`src/rtl/gpmc_bus_ctrl.sv`:
```
// gpmc_bus_ctrl: turns asynchronous multiplexed GPMC CS1 accesses into single-cycle register-bus requests.
// Latency: BUS_WE asserts SYNC_STAGES+2 cycles after the WEIN pin rises; read data reaches the pins 1 cycle after BUS_ACK.
// Backpressure: WAIT_ACK stalls until BUS_ACK. Optional ack timeout is enabled by `define GPMC_ACK_TIMEOUT_EN.
module gpmc_bus_ctrl #(
  parameter int          ADDR_W      = 16,
  parameter int          SYNC_STAGES = 2,
  parameter int          ACK_TIMEOUT = 255,
  parameter logic [15:0] ERR_DATA    = 16'hDEAD
) (
  input  logic              CLK_100M,
  input  logic              RST,
  input  logic [15:0]       GPMC_AD_IN,
  output logic [15:0]       GPMC_AD_OUT,
  output logic              GPMC_AD_OE,
  input  logic              GPMC_ADVN,
  input  logic              GPMC_CSN1,
  input  logic              GPMC_WEIN,
  input  logic              GPMC_OEN,
  input  logic              GPMC_BE0N,
  output logic [ADDR_W-1:0] BUS_ADDR,
  output logic [15:0]       BUS_WDATA,
  output logic [1:0]        BUS_BE,
  output logic              BUS_WE,
  output logic              BUS_RE,
  input  logic [15:0]       BUS_RDATA,
  input  logic              BUS_ACK,
  output logic              BUSY,
  output logic              ERR
);

  if (SYNC_STAGES < 2 || SYNC_STAGES > 4) begin : g_bad_sync
    $error("gpmc_bus_ctrl: SYNC_STAGES must be 2..4");
  end
  if (ACK_TIMEOUT < 1 || ACK_TIMEOUT > 65535) begin : g_bad_tmo
    $error("gpmc_bus_ctrl: ACK_TIMEOUT must be 1..65535");
  end

  typedef enum logic [2:0] {IDLE, ADDR, WR_REQ, RD_REQ, WAIT_ACK, DRIVE, DONE} state_t;

  // strobe bit positions inside each synchronizer stage
  localparam int B_ADV = 0;
  localparam int B_CS  = 1;
  localparam int B_WE  = 2;
  localparam int B_OE  = 3;

  state_t state, state_nxt;

  logic [SYNC_STAGES-1:0][3:0] stb_sync;
  logic [3:0]  stb;
  logic        adv_prev, we_prev, oe_prev;
  logic        adv_rise_q, we_rise_q, oe_fall_q;
  logic [15:0] ad_q;
  logic        be0n_q;
  logic        is_read;
  logic        stale_ack;
  logic        ack_ok;
  logic        tmo;
  logic        err_set;
  logic        csn_hi;

  assign stb    = stb_sync[SYNC_STAGES-1];
  assign csn_hi = stb[B_CS];
  // an ack owed to an aborted access must not complete the next one
  assign ack_ok = BUS_ACK && !stale_ack;

  // strobe synchronizers, AD/BE capture and registered edge pulses off the last sync stage
  always_ff @(posedge CLK_100M) begin
    if (RST) begin
      stb_sync   <= '1;
      adv_prev   <= 1'b1;
      we_prev    <= 1'b1;
      oe_prev    <= 1'b1;
      adv_rise_q <= 1'b0;
      we_rise_q  <= 1'b0;
      oe_fall_q  <= 1'b0;
      ad_q       <= '0;
      be0n_q     <= 1'b1;
    end else begin
      stb_sync   <= {stb_sync[SYNC_STAGES-2:0], {GPMC_OEN, GPMC_WEIN, GPMC_CSN1, GPMC_ADVN}};
      adv_prev   <= stb[B_ADV];
      we_prev    <= stb[B_WE];
      oe_prev    <= stb[B_OE];
      adv_rise_q <= stb[B_ADV] & ~adv_prev;
      we_rise_q  <= stb[B_WE] & ~we_prev;
      oe_fall_q  <= ~stb[B_OE] & oe_prev;
      ad_q       <= GPMC_AD_IN;
      be0n_q     <= GPMC_BE0N;
    end
  end

`ifdef GPMC_ACK_TIMEOUT_EN
  logic [15:0] tmo_cnt;

  // count cycles spent in WAIT_ACK; restarts from zero on every entry
  always_ff @(posedge CLK_100M) begin
    if (RST || state != WAIT_ACK) tmo_cnt <= '0;
    else                          tmo_cnt <= tmo_cnt + 16'd1;
  end

  assign tmo = (state == WAIT_ACK) && (tmo_cnt == 16'(ACK_TIMEOUT - 1));
`else
  assign tmo = 1'b0;
`endif

  // state register
  always_ff @(posedge CLK_100M) begin
    if (RST) state <= IDLE;
    else     state <= state_nxt;
  end

  // next-state logic; CS deassertion mid-access aborts straight back to IDLE
  always_comb begin
    state_nxt = state;
    err_set   = 1'b0;
    case (state)
      IDLE:     if (!stb[B_CS] && !stb[B_ADV]) state_nxt = ADDR;
      ADDR: begin
        if (csn_hi) state_nxt = IDLE;
        else if (!stb[B_WE] && !stb[B_OE]) begin
          err_set   = 1'b1;
          state_nxt = DONE;
        end
        else if (we_rise_q) state_nxt = WR_REQ;
        else if (oe_fall_q) state_nxt = RD_REQ;
      end
      WR_REQ,
      RD_REQ:   state_nxt = csn_hi ? IDLE : WAIT_ACK;
      WAIT_ACK: begin
        if (csn_hi) state_nxt = IDLE;
        else if (ack_ok) state_nxt = is_read ? DRIVE : DONE;
        else if (tmo) begin
          err_set   = 1'b1;
          state_nxt = is_read ? DRIVE : DONE;
        end
      end
      DRIVE: begin
        if (csn_hi) state_nxt = IDLE;
        else if (stb[B_OE]) state_nxt = DONE;
      end
      DONE:     if (csn_hi) state_nxt = IDLE;
      default:  state_nxt = IDLE;
    endcase
  end

  // outputs: request pulses are suppressed once CS has gone away, AD drive follows OEN level
  always_comb begin
    BUSY       = (state != IDLE);
    BUS_WE     = (state == WR_REQ) && !csn_hi;
    BUS_RE     = (state == RD_REQ) && !csn_hi;
    GPMC_AD_OE = (state == DRIVE) && !stb[B_OE] && !csn_hi;
  end

  // datapath: address/data latches, read data, sticky error and stale-ack tracking
  always_ff @(posedge CLK_100M) begin
    if (RST) begin
      BUS_ADDR    <= '0;
      BUS_WDATA   <= '0;
      BUS_BE      <= '0;
      GPMC_AD_OUT <= '0;
      ERR         <= 1'b0;
      is_read     <= 1'b0;
      stale_ack   <= 1'b0;
    end else begin
      if (state == ADDR && adv_rise_q) begin
        BUS_ADDR <= ADDR_W'(ad_q);
        BUS_BE   <= {1'b1, ~be0n_q};
      end
      if (state == ADDR && state_nxt == WR_REQ) begin
        BUS_WDATA <= ad_q;
        is_read   <= 1'b0;
      end
      if (state == ADDR && state_nxt == RD_REQ) is_read <= 1'b1;
      if (state == WAIT_ACK && state_nxt == DRIVE) GPMC_AD_OUT <= ack_ok ? BUS_RDATA : ERR_DATA;
      if (err_set) ERR <= 1'b1;
      if (BUS_ACK) stale_ack <= 1'b0;
      else if (state == WAIT_ACK && csn_hi) stale_ack <= 1'b1;
    end
  end

endmodule

```
`config.mk`:
```
export PLATFORM = sky130hd
export DESIGN_NAME = gpmc_bus_ctrl
export DESIGN_NICKNAME = d
export VERILOG_FILES = /design/src/rtl/gpmc_bus_ctrl.sv
export SDC_FILE = /design/constraint.sdc
export NUM_CORES = 1
export LEC_CHECK = 0
export ABC_CLOCK_PERIOD_IN_PS = 1400
export CORE_MARGIN = 1.5
export CORE_UTILIZATION = 55
export CTS_CLUSTER_DIAMETER = 40
export CTS_CLUSTER_SIZE = 24
export DETAILED_ROUTE_END_ITERATION = 16
export DONT_BUFFER_PORTS = 1
export PLACE_DENSITY = 0.74
export SLEW_MARGIN = 0
export SYNTH_ARGS = -nofsm -noshare
export SYNTH_HDL_FRONTEND = slang
export SYNTH_SLANG_ARGS = --single-unit
```
`constraint.sdc`:
```
create_clock -name CLK_100M -period 1.4 [get_ports CLK_100M]
set_clock_uncertainty 0.2 [all_clocks]
set_input_delay 0.14 -clock CLK_100M [delete_from_list [all_inputs] [get_ports CLK_100M]]
set_output_delay 0.14 -clock CLK_100M [all_outputs]
set_load 0.02 [all_outputs]
```
==> impl_metrics.tcl <==
set metrics [dict create \
    cts_root_buffer "clkbuf_8" \
    setup_tns_ns -7.06 \
    layout_setup_ws_ns -0.252 \
    grt_util_all_layers 0.225 \
    die_y_um 75.9 \
    cts_max_path_buffers 2 \
    die_w_um 75.9 \
    first_global_vias 2201 \
    syn_area_mm2 0.00293 \
    cp_top_family "flip-flops" \
    finalSetupViolCount 55 \
    diodes 0 \
    port_buffers 0 \
    placed_cell_area_mm2 0.00316 \
    crit_path_cell_trace "buf_8, nand2b_4, nor3b_4, buf_6" \
    clk_pin_slew_worst_paths_ns 0.09 \
    crit_path_top_delay_cell "dfxtp_4" \
    netlist_instances 311 \
    post-place-cells 388 \
    critPathArrivalTime_ns 1.31 \
    hold_viol 69 \
    start_util 0.573 \
    cts_htree_levels 3 \
    syn2layout_area_growth_pct 44.3 \
    fin_nets 409 \
    crit_buf_inv 2 \
    drt_iter0_drc 74 \
    layout_min_cycle_time_ns 1.65 \
    fmax_mhz 605 \
    synth_area_leaders "dfxtp_1 (60%), nand2_1 (8.5%), a21oi_1 (6.0%)" \
    synth.distinct_cells 29 \
    reg2reg_setup_slack_ns -0.21 \
    max_slew_margin 0.783 \
    insertion_delay_ns 0.35 \
    ys_seq_elements 87 \
    layoutNonFillerInstCount 444 \
    fillerInstances 313 \
    final_area_mm2 0.00422 \
    dp_slack_ns -0.0693 \
    drc 0 \
    status "finished, violations left" \
    routed_via_density 5.30 \
    syn_area_per_cell_um2 9.41 \
    ir_drop_uv 756 \
    end_kind "output port" \
    yosysSeqAreaShare 0.595 \
    grt.overflow.total 0 \
    hold_path_class "input pin to flip-flop" \
    start_kind "flip-flop" \
    synth_top_cell_area_share 0.595 \
    die_area_mm2 0.00577 \
    first_pass_iters 4 \
    num_vias 2353 \
    max_stage_delay_ns 0.39 \
    critPathKind "flip-flop to output port" \
    period_share 1.18 \
    yosys.area.top_type "dfxtp_1" \
    drt-total-wl_um 7530 \
    core_area_mm2 0.00511 \
    cts_tree "yes" \
    leakage_uw 0.00172 \
    grt_pass1_wl_um 10200 \
    ant_nets 0 \
    violations "negative hold slack, negative setup slack" \
    ios 95 \
    antenna_found_initial 0 \
    hpwl_um 3810 \
    hold_ws_ns -0.362 \
    globalplace.congestion 0.900 \
    yosys_warnings 0 \
    syn-num-nets 351 \
    rsz0062_at_grt "yes" \
    powerDensity_mw_per_mm2 1130 \
    numCtsBuffers 9 \
    path_max_fanout 7 \
    wl_per_cell_um 17.0 \
    required_ns 1.06 \
    hold_buffers 24 \
    drive_gt1_frac 0.388 \
    cap_violations 0 \
    cts_sinks 87 \
    slew_violations 0 \
    rows 26 \
    worst_slew_pin_slew_ns 0.326 \
    grt_max_degree 86 \
]
path summary, 6_finish.rpt:
kind / from / to / cells after the start
worst min register to register: stb_sync[3] / stb[3] / 1
worst max register to register: state[2] / BUS_WDATA[6] / 7
worst min-delay path: RST / BUS_ADDR[0] / 1
worst max-delay path: state[0] / GPMC_AD_OE / 4
Yosys cell counts, drive strengths merged:
master / n
nand2: 66
o31ai: 1
nand3: 1
or2: 12
o22ai: 1
a311oi: 1
clkbuf: 9
nand2b: 3
nand4b: 1
nor3: 5
nand4: 1
dfxtp: 87
a21boi: 1
o21ai: 1
nor3b: 3
buf: 9
mux2i: 16
nor2: 28
a211oi: 2
inv: 3
a31oi: 1
and4: 1
o311ai: 1
nor2b: 21
a21oi: 35
and3: 1
flip-flops by register name, summed over array words and instances (netlist names):
signal and count:
BUS_ADDR 16, BUS_BE 2, BUS_WDATA 16, ERR 1, GPMC_AD_OUT 16, ad_q 16, adv_prev 1, adv_rise_q 1
be0n_q 1, is_read 1, oe_fall_q 1, oe_prev 1, stale_ack 1, state 3, stb 4, stb_sync 4
we_prev 1, we_rise_q 1
worst reg2reg max path, stage by stage, from the launching register on:
cell and delay [ns]:
dfxtp_2 0.33, buf_4 0.13, nor2_4 0.15, nand4b_1 0.14, buf_6 0.15, clkbuf_16 0.16
mux2i_1 0.18, nor2_1 0.06
power breakdown:
group	internal, uW	total, uW	switching (uW)	leakage, uW
Clock	1240	2110	872	0.000124
Sequential	2510	2530	23.1	0.000709
Combinational	84.6	117	32.7	0.000883
Total	3830	4760	928	0.00172
placed cells by master, fill, tap and decap left out, drive strengths merged, types with 5 or more instances in the layout:
cell type	synthesis	layout
dfxtp	87	87
nand2	66	66
buf	9	39
a21oi	35	35
nor2	28	28
dlygate4sd3	0	24
nor2b	21	21
mux2i	16	16
clkbuf	9	13
or2	12	12
nor3	5	5
cells by family after synthesis:
kind of cell / count (synthesis) / share of synthesized area
AOI/OAI and AO/OA: 44 / 0.0821
and+or+nand+nor: 143 / 0.227
buffers and inverters: 21 / 0.0411
muxes: 16 / 0.0547
DFF: 87 / 0.595
repair_timing:
item | CTS | global route
endpoints found under the hold margin | 87 | 69
pin swaps | 7 | 14
setup buffers | 7 | 6
resized for setup | 28 | 88
endpoints found under the setup margin | 26 | 61
gates cloned | 1 | 3
per-layer routing:
| layer | track usage | wire [um] |
|---|---|---|
| met1 | 0.247 | 2930 |
| met2 | 0.386 | 4010 |
| met3 | 0.0928 | 521 |
| met4 | 0.0926 | 68 |
| met5 | 0 | 0 |
metrics by stage:
stage / power [uW] / util / hold WS (ns)
after floorplan: 2660 / - / 0.0193
after global placement: 2640 / 0.619 / 0.0136
after detailed placement: 2640 / 0.619 / 0.0166
final: 4760 / 0.827 / -0.362
after CTS: 4750 / 0.747 / -0.350
after global routing: 4880 / 0.827 / -0.370
cell type report:
cell class                      instances  area (um^2)  share of cell area
Clock buffer                           11          141              0.0335
Clock inverter                          5          104              0.0246
Inverter                                3         11.3             0.00267
Multi-Input combinational cell        203         1430               0.338
Sequential cell                        87         1750               0.416
Tap cell                               70         87.6              0.0207
Timing Repair Buffer                   65          696               0.165
Power figures use the tool's default switching activity.
